## config.mk

```make
export PLATFORM = sky130hd
export DESIGN_NAME = key_event
export DESIGN_NICKNAME = d
export VERILOG_FILES = /design/src/rtl/key_pkg.sv /design/src/rtl/key_event_ms_tick.sv /design/src/rtl/key_event.sv
export SDC_FILE = /design/constraint.sdc
export NUM_CORES = 1
export LEC_CHECK = 0
export ABC_AREA = 1
export CAP_MARGIN = 20
export CORE_UTILIZATION = 35
export DETAILED_ROUTE_END_ITERATION = 16
export PLACE_DENSITY = 0.58
export SLEW_MARGIN = 20
export SYNTH_ARGS = -nofsm -noshare
export SYNTH_HDL_FRONTEND = slang
export SYNTH_SLANG_ARGS = --single-unit
```

## constraint.sdc

```tcl
create_clock -name sysclk -period 4.2 [get_ports sysclk]
set_input_delay 1.05 -clock sysclk [delete_from_list [all_inputs] [get_ports sysclk]]
set_output_delay 1.05 -clock sysclk [all_outputs]
set_load 0.005 [all_outputs]
```

## src/rtl/key_pkg.sv

```systemverilog
// ============================================================================
//  Module      : key_pkg
//  Description : Shared types and constants for the key event classifier.
//  Revision    : 1.0 - initial release
// ============================================================================
`default_nettype none

package key_pkg;

  // Classifier states; the width is fixed at 2 bits.
  typedef enum logic [1:0] {
    IDLE     = 2'd0,
    PRESS1   = 2'd1,
    WAIT2    = 2'd2,
    WAIT_REL = 2'd3
  } key_state_t;

  // The key is active-low: a 0 on the debounced level means pressed.
  localparam logic KEY_PRESSED = 1'b0;

  // Number of sysclk cycles in one 1 ms tick for a given clock period in ns.
  function automatic int tick_cyc_default(input int clk_cyc_ns);
    return 1_000_000 / clk_cyc_ns;
  endfunction

endpackage

`default_nettype wire

```

## src/rtl/key_event_ms_tick.sv

```systemverilog
// ============================================================================
//  Module      : ms_tick
//  Description : 1 ms timebase prescaler with synchronous clear. The tick
//                output is high during the last cycle of each period.
//  Revision    : 1.0 - initial release
// ============================================================================
`default_nettype none

module ms_tick #(
  parameter int TICK_CYC = 100_000
) (
  input  logic sysclk,
  input  logic sysrst,
  input  logic clr,
  output logic tick
);

  localparam int              PW     = (TICK_CYC > 1) ? $clog2(TICK_CYC) : 1;
  localparam logic [PW-1:0]   C_LAST = PW'(TICK_CYC - 1);
  localparam logic [PW-1:0]   C_ONE  = PW'(1);

  logic [PW-1:0] r_presc;

  assign tick = (r_presc == C_LAST);

  // Prescaler: counts 0..TICK_CYC-1, restarts on wrap or on clear.
  always_ff @(posedge sysclk) begin
    if (sysrst || clr) begin
      r_presc <= '0;
    end else if (tick) begin
      r_presc <= '0;
    end else begin
      r_presc <= r_presc + C_ONE;
    end
  end

endmodule

`default_nettype wire

```

## src/rtl/key_event.sv

```systemverilog
// ============================================================================
//  Module      : key_event
//  Description : Turns a debounced, active-low key level into one-cycle
//                short-press, double-click and long-press pulses.
//  Revision    : 1.0 - initial release
// ============================================================================
`default_nettype none

module key_event
  import key_pkg::*;
#(
  parameter int CLK_CYC  = 10,
  parameter int TICK_CYC = tick_cyc_default(CLK_CYC),
  parameter int LONG_MS  = 1000,
  parameter int DBL_MS   = 250,
  parameter int CNT_W    = 12
) (
  input  logic sysclk,
  input  logic sysrst,
  input  logic key_level,
  output logic key_held,
  output logic short_press,
  output logic double_click,
  output logic long_press
);

  localparam logic [CNT_W-1:0] C_LONG_LAST = CNT_W'(LONG_MS - 1);
  localparam logic [CNT_W-1:0] C_DBL_LAST  = CNT_W'(DBL_MS - 1);
  localparam logic [CNT_W-1:0] C_CNT_MAX   = {CNT_W{1'b1}};
  localparam logic [CNT_W-1:0] C_CNT_ONE   = CNT_W'(1);

  key_state_t       r_state;
  key_state_t       w_state_nxt;
  logic             r_key_d;
  logic [CNT_W-1:0] r_ms_cnt;
  logic             r_short;
  logic             r_dbl;
  logic             r_long;
  logic             w_short_nxt;
  logic             w_dbl_nxt;
  logic             w_long_nxt;
  logic             w_fall;
  logic             w_rise;
  logic             w_tick;
  logic             w_clr;

  // Edges are taken between the live level and its one-cycle-old copy, so a
  // key already held when reset drops is seen as a fresh press.
  assign w_fall = (key_level == KEY_PRESSED) && (r_key_d != KEY_PRESSED);
  assign w_rise = (key_level != KEY_PRESSED) && (r_key_d == KEY_PRESSED);

  // All timing restarts from the moment a new state is entered.
  assign w_clr = (w_state_nxt != r_state);

  ms_tick #(
    .TICK_CYC (TICK_CYC)
  ) u_ms_tick (
    .sysclk (sysclk),
    .sysrst (sysrst),
    .clr    (w_clr),
    .tick   (w_tick)
  );

  // Delayed key level used for edge detection and the held indication.
  always_ff @(posedge sysclk) begin
    if (sysrst) begin
      r_key_d <= 1'b1;
    end else begin
      r_key_d <= key_level;
    end
  end

  // Milliseconds spent in the current state, saturating at all-ones.
  always_ff @(posedge sysclk) begin
    if (sysrst || w_clr) begin
      r_ms_cnt <= '0;
    end else if (w_tick && (r_ms_cnt != C_CNT_MAX)) begin
      r_ms_cnt <= r_ms_cnt + C_CNT_ONE;
    end
  end

  // Next-state and event decode; edges take priority over timeouts.
  always_comb begin
    w_state_nxt = r_state;
    w_short_nxt = 1'b0;
    w_dbl_nxt   = 1'b0;
    w_long_nxt  = 1'b0;
    case (r_state)
      IDLE: begin
        if (w_fall) begin
          w_state_nxt = PRESS1;
        end
      end
      PRESS1: begin
        if (w_rise) begin
          w_state_nxt = WAIT2;
        end else if (w_tick && (r_ms_cnt == C_LONG_LAST)) begin
          w_long_nxt  = 1'b1;
          w_state_nxt = WAIT_REL;
        end
      end
      WAIT2: begin
        if (w_fall) begin
          w_dbl_nxt   = 1'b1;
          w_state_nxt = WAIT_REL;
        end else if (w_tick && (r_ms_cnt == C_DBL_LAST)) begin
          w_short_nxt = 1'b1;
          w_state_nxt = IDLE;
        end
      end
      WAIT_REL: begin
        if (w_rise) begin
          w_state_nxt = IDLE;
        end
      end
      default: begin
        w_state_nxt = IDLE;
      end
    endcase
  end

  // State register and registered one-cycle event pulses.
  always_ff @(posedge sysclk) begin
    if (sysrst) begin
      r_state <= IDLE;
      r_short <= 1'b0;
      r_dbl   <= 1'b0;
      r_long  <= 1'b0;
    end else begin
      r_state <= w_state_nxt;
      r_short <= w_short_nxt;
      r_dbl   <= w_dbl_nxt;
      r_long  <= w_long_nxt;
    end
  end

  assign key_held     = ~r_key_d;
  assign short_press  = r_short;
  assign double_click = r_dbl;
  assign long_press   = r_long;

endmodule

`default_nettype wire

```

Word level (Yosys, flattened, before mapping) --
Index checks and enable logic that the tools add are counted.
Storage, ports and cells: ROM bits 0, output and inout port bits 4, bits in writable memories 0, memories 0, register bits after elaboration 35, bits in latches 0
Operators by class: multipliers 0, add/sub/neg operators 2, bitwise gates (word level) 4, div/mod/pow operators 0, shifts and indexed selects 0, order comparisons 0, multiplexer cells 10, equal/unequal tests 8, reduce and logical (&&, ||, !) cells 11
Operator list (count):
- adder 17 x 1 -> 17 bit (second input constant) | 1
- equality test 17 bit (second input constant) | 1
- adder 12 x 1 -> 12 bit (second input constant) | 1
- equality test 12 x 10 -> 1 bit (second input constant) | 1
- equality test 12 x 8 -> 1 bit (second input constant) | 1
- two-way mux 2 bit | 6
- inequality test 12 bit (second input constant) | 1
- case mux 2 bit (4 select lines) | 1
- OR reduction 3 bit | 2
- logical AND 1 bit | 5
- equality test 2 bit (second input constant) | 2
- NOT 1 bit | 4
- OR reduction 2 bit | 2
- two-way mux 1 bit | 3
- equality test 2 x 1 -> 1 bit (second input constant) | 1
- zero test 2 bit | 1
- inequality test 2 bit | 1
- logical OR 1 bit | 1

Longest topological paths before layout --
depth after elaboration 8, gate-level depth with buffers 11, gate-level depth less buffers 10

Cells and area by module --
A second synthesis with hierarchy kept.
Second synthesis, totals: cells, all modules 306, area total of the unflattened synthesis 2013.2 sq um
Modules (own cells, without submodules):
- key_event | seq. area each 360.3 sq um, times used 1, cells each 166, area an instance 1064.8 sq um
- ms_tick | seq. area each 340.3 sq um, times used 1, cells each 140, area an instance 948.4 sq um

Least setup slack after synthesis --
No wires, ideal clock.
path type input port to flip-flop, start point in key_level, end point reg u_ms_tick.r_presc[12], data required time 4.136 ns, path buffers 1, arrival time 1.974 ns, library setup time 0.064 ns, slack 2.162 ns, stages 8, cell sequence inv_1 > nor2_1 > inv_1 > nand2_1 > a21oi_1 > nand4_4 > buf_8 > nor2_1
Between the ends: word-level cells in the longest chain between the ends 7, elaborated cells on any way between the ends 11, classes of those cells eq/ne: 1; mux: 5; bitwise: 1; reduce/logical: 4
Ends and longest elaborated chain:
- start, declared | RTL line key_event.sv:20 | input logic key_level,
- NOT 1 bit | RTL line key_event.sv:49 | assign w_fall = (key_level == KEY_PRESSED) && (r_key_d != KEY_PRESSED);
- logical AND 1 bit | RTL line key_event.sv:49
- two-way mux 2 bit (on tied branches) | RTL line key_event.sv:103, key_event.sv:90
- case mux 2 bit (4 select lines) (*) | RTL line key_event.sv:88 | case (r_state)
- inequality test 2 bit (*) | RTL line key_event.sv:53 | assign w_clr = (w_state_nxt != r_state);
- logical OR 1 bit (*) | RTL line key_event_ms_tick.sv:28 | if (sysrst || clr) begin
- OR reduction 2 bit (no source line) (*)
- end signal, assigned | RTL line key_event_ms_tick.sv:33 | r_presc <= r_presc + C_ONE;
- end, declared | RTL line key_event_ms_tick.sv:22 | logic [PW-1:0] r_presc;
Every way passes the cells marked *; elsewhere a longest branch is shown, timed or not. A chain may end at the register's enable or synchronous reset.

Worst setup path in the final report --
start point in key_level, end point reg r_ms_cnt[10]
Between the ends: word-level cells in the longest chain between the ends 6, elaborated cells on any way between the ends 10, classes of those cells eq/ne: 1; mux: 5; bitwise: 1; reduce/logical: 3
Ends and longest elaborated chain:
- NOT 1 bit | RTL line key_event.sv:49
- logical AND 1 bit | RTL line key_event.sv:49
- two-way mux 2 bit (on tied branches) | RTL line key_event.sv:103, key_event.sv:90
- case mux 2 bit (4 select lines) (*) | RTL line key_event.sv:88
- inequality test 2 bit (*) | RTL line key_event.sv:53
- logical OR 1 bit (*) | RTL line key_event.sv:75 | if (sysrst || w_clr) begin
- end signal, assigned | RTL line key_event.sv:78 | r_ms_cnt <= r_ms_cnt + C_CNT_ONE;
- end, declared | RTL line key_event.sv:35 | logic [CNT_W-1:0] r_ms_cnt;
Marked as above.

==> results.toml <==
[final_layout]
fin_nets = 280
area_growth_pct = 12.7
fill_cells = 584
drive_above_1_share_pct = 8.36
n_antenna_cell = 0
fin_cells = 345

[timing]
rsz0062_at_grt = "no"
fmaxAchievable_mhz = 422
slew_headroom_pct = 76.0
holdWs_ns = 0.452
setup-violations-final = 0
fin_skew_ns = 0.00687
period_minus_slack_ns = 2.37
finalHoldViolations = 0
worst_slew_pin_slew_ns = 0.357
final_max_slew_viol_count = 0
fin_tns_setup_ns = 0
period_share_pct = 56.4

[synth]
ys_ff_latch = 35
async_reset_ff_share_pct = 0
yosys_warnings = 0
syn-num-nets = 269
synth_common_cells = "nor2_1 (51), nand2_1 (44), inv_1 (40)"
mappedNetlistArea_um2 = 1880
syn_inst = 263
yosys-top-cells-area = "dfxtp_1 (37%), nor2_1 (10%), nand2_1 (8.8%), xor2_1 (8.4%), inv_1 (8.0%)"
yosysSeqAreaShare_pct = 37.3
syn_avg_cell_area_um2 = 7.14
synth_top_area_share_pct = 37.3
synth_top_area_cell = "dfxtp_1"
synth_edf_count = 0
synthDistinctLibCells = 24
synth.most_common_cell = "nor2_1"
ys.flop_type = "dfxtp_1"

[global_route]
grt_use_met2_pct = 24.1
grtUsageMet3_pct = 4.15
grt_pass1_vias = 1437
grt_overflow_total = 0
grt-busiest-layer = "met2"
grt_max_degree = 17
grt_use_total_pct = 14.0
antenna_found_initial = 0
use_met1_pct = 16.7
grt_pass1_wl_um = 6040

[clocking]
cts_resized = 0
clock_latency_ns = 0.29
htreeDepth = 2
cts_tree = "built"
post_cts_buffers = 0
cts_root_buf = "clkbuf_8"
numCtsBuffers = 5
clk_pin_slew_ns = 0.07
hold_buffers = 0
clk_path_buf_depth = 2
clkSinkCount = 35

[worst_setup_path]
critPathMaxFanout = 13
reg2reg_depth = 10
cp.arrival_ns = 2.58
end_kind = "register"
critPathRequiredTime_ns = 4.41
reg2reg_from = "u_ms_tick.r_presc[0]"
crit_path_start_kind = "input pin"
reg2reg_slack_ns = 2.35
r2r_end = "r_ms_cnt[10]"
critical_path_class = "input pin to register"

[pwr]
power.leakage_uw = 0.000723
finalPower_uw = 677
max-vdd-ir-drop_mv = 0.144
power-per-cell-area_nw_per_um2 = 320

[hold_path]
min_delay_path_depth = 1
hp-class = "register to register"
worstHoldEndpoint = "u_ms_tick.r_presc[0]"
hp-start = "u_ms_tick.r_presc[0]"

[routing]
route.vias.total = 1589
drt_iter0_drc = 98
postRouteAntennaNets = 0
viasPerCell = 4.61
routed_wl_um = 3560
drc = 0
dr.pass1.iters = 4
wl_per_cell_um = 10.3

[place]
post-dp-hpwl_um = 2660
place.gp.congestion = 0.819
dp.cells = 337
portBuffers = 6

[floorplanning]
design.die.area_um2 = 5660
io_pins = 7
die_height_um = 75.3
coreArea_um2 = 5140
start_util_pct = 36.5
die_x_um = 75.3
rows = 26

[status]
outcome = "complete, no violations"

[run]
cap_violations = 0
-- registers in the layout, summed over array words and instances, names as in the netlist --
name / count
u_ms_tick.r_presc: 17
long_press: 1
r_key_d: 1
short_press: 1
r_ms_cnt: 12
double_click: 1
r_state: 2
-- cell usage in the layout (no fill, tap or decap) --
cell,n
nand3_1,19
clkbuf_8,6
a21oi_1,9
inv_1,40
o21ai_0,1
nand2_2,3
nor2_1,51
bufinv_16,1
nand4_4,1
nand2_1,44
a21oi_4,1
clkinv_2,1
xnor2_1,6
nor4_1,2
nor3_1,12
ha_1,3
nand3_2,3
or2_2,3
nand4_1,4
dfxtp_1,35
nor3b_1,1
nor3_4,1
a31oi_1,1
clkdlybuf4s50_1,6
nor2_2,3
xor2_1,18
-- through the flow --
step / util, % / area [µm²] / worst slack (ns)
CTS: 41.2 / 2120 / 1.80
detailed placement: 38.9 / 2000 / 1.51
global route: 41.2 / 2120 / 1.58
finish: 41.2 / 2120 / 1.83
floorplan: - / 1880 / 2.16
global placement: 38.9 / 2000 / 1.56
-- cell families (layout without fill, tap and decap cells) --
kind of cell	after synthesis	after routing	share of synthesized area, %
AO/OA/AOI/OAI	12	12	3.86
XOR/XNOR	24	24	11.2
adder cells (fa/ha/maj)	3	3	2.00
buffers and inverters	42	54	9.39
flip-flops	35	35	37.3
AND/OR/NAND/NOR	147	147	36.2
-- worst max-delay path: stages --
cell and delay, ns:
clkdlybuf4s50_1 0.41, inv_1 0.07, nor2_1 0.06, inv_1 0.09, nand2_1 0.08, a21oi_1 0.30
nand3_2 0.30, a21oi_1 0.21
-- power by group --
group          switching [µW]  total, µW  internal [µW]
logic                    17.2       26.6           9.42
clock network             121        312            192
registers                2.77        338            335
-- layer usage --
layer	share of wire, %	vias up
met3	4.2	2
met1	48	707
met5	0	-
li1	-	852
met4	0.34	0
met2	47	28
-- worst max path at each step --
stage / start / slack [ns] / endpoint
3_3_place_gp: key_level / 1.56 / r_ms_cnt[2]
6_report: key_level / 1.83 / r_ms_cnt[10]
4_1_cts: key_level / 1.80 / r_ms_cnt[6]
5_1_grt: key_level / 1.58 / r_ms_cnt[2]
3_5_place_dp: key_level / 1.51 / r_ms_cnt[6]
2_1_floorplan: key_level / 2.16 / u_ms_tick.r_presc[12]
-- final cells by class --
cell class                      count  area [µm²]  area share, %
Clock inverter                      2        35.0           1.65
Timing Repair Buffer                6        60.1           2.84
Inverter                           40         150           7.09
Sequential cell                    35         701           33.1
Tap cell                           70        87.6           4.14
Multi-Input combinational cell    186        1000           47.3
Clock buffer                        6        82.6           3.90
No activity file was read; power rests on OpenSTA's default activity.
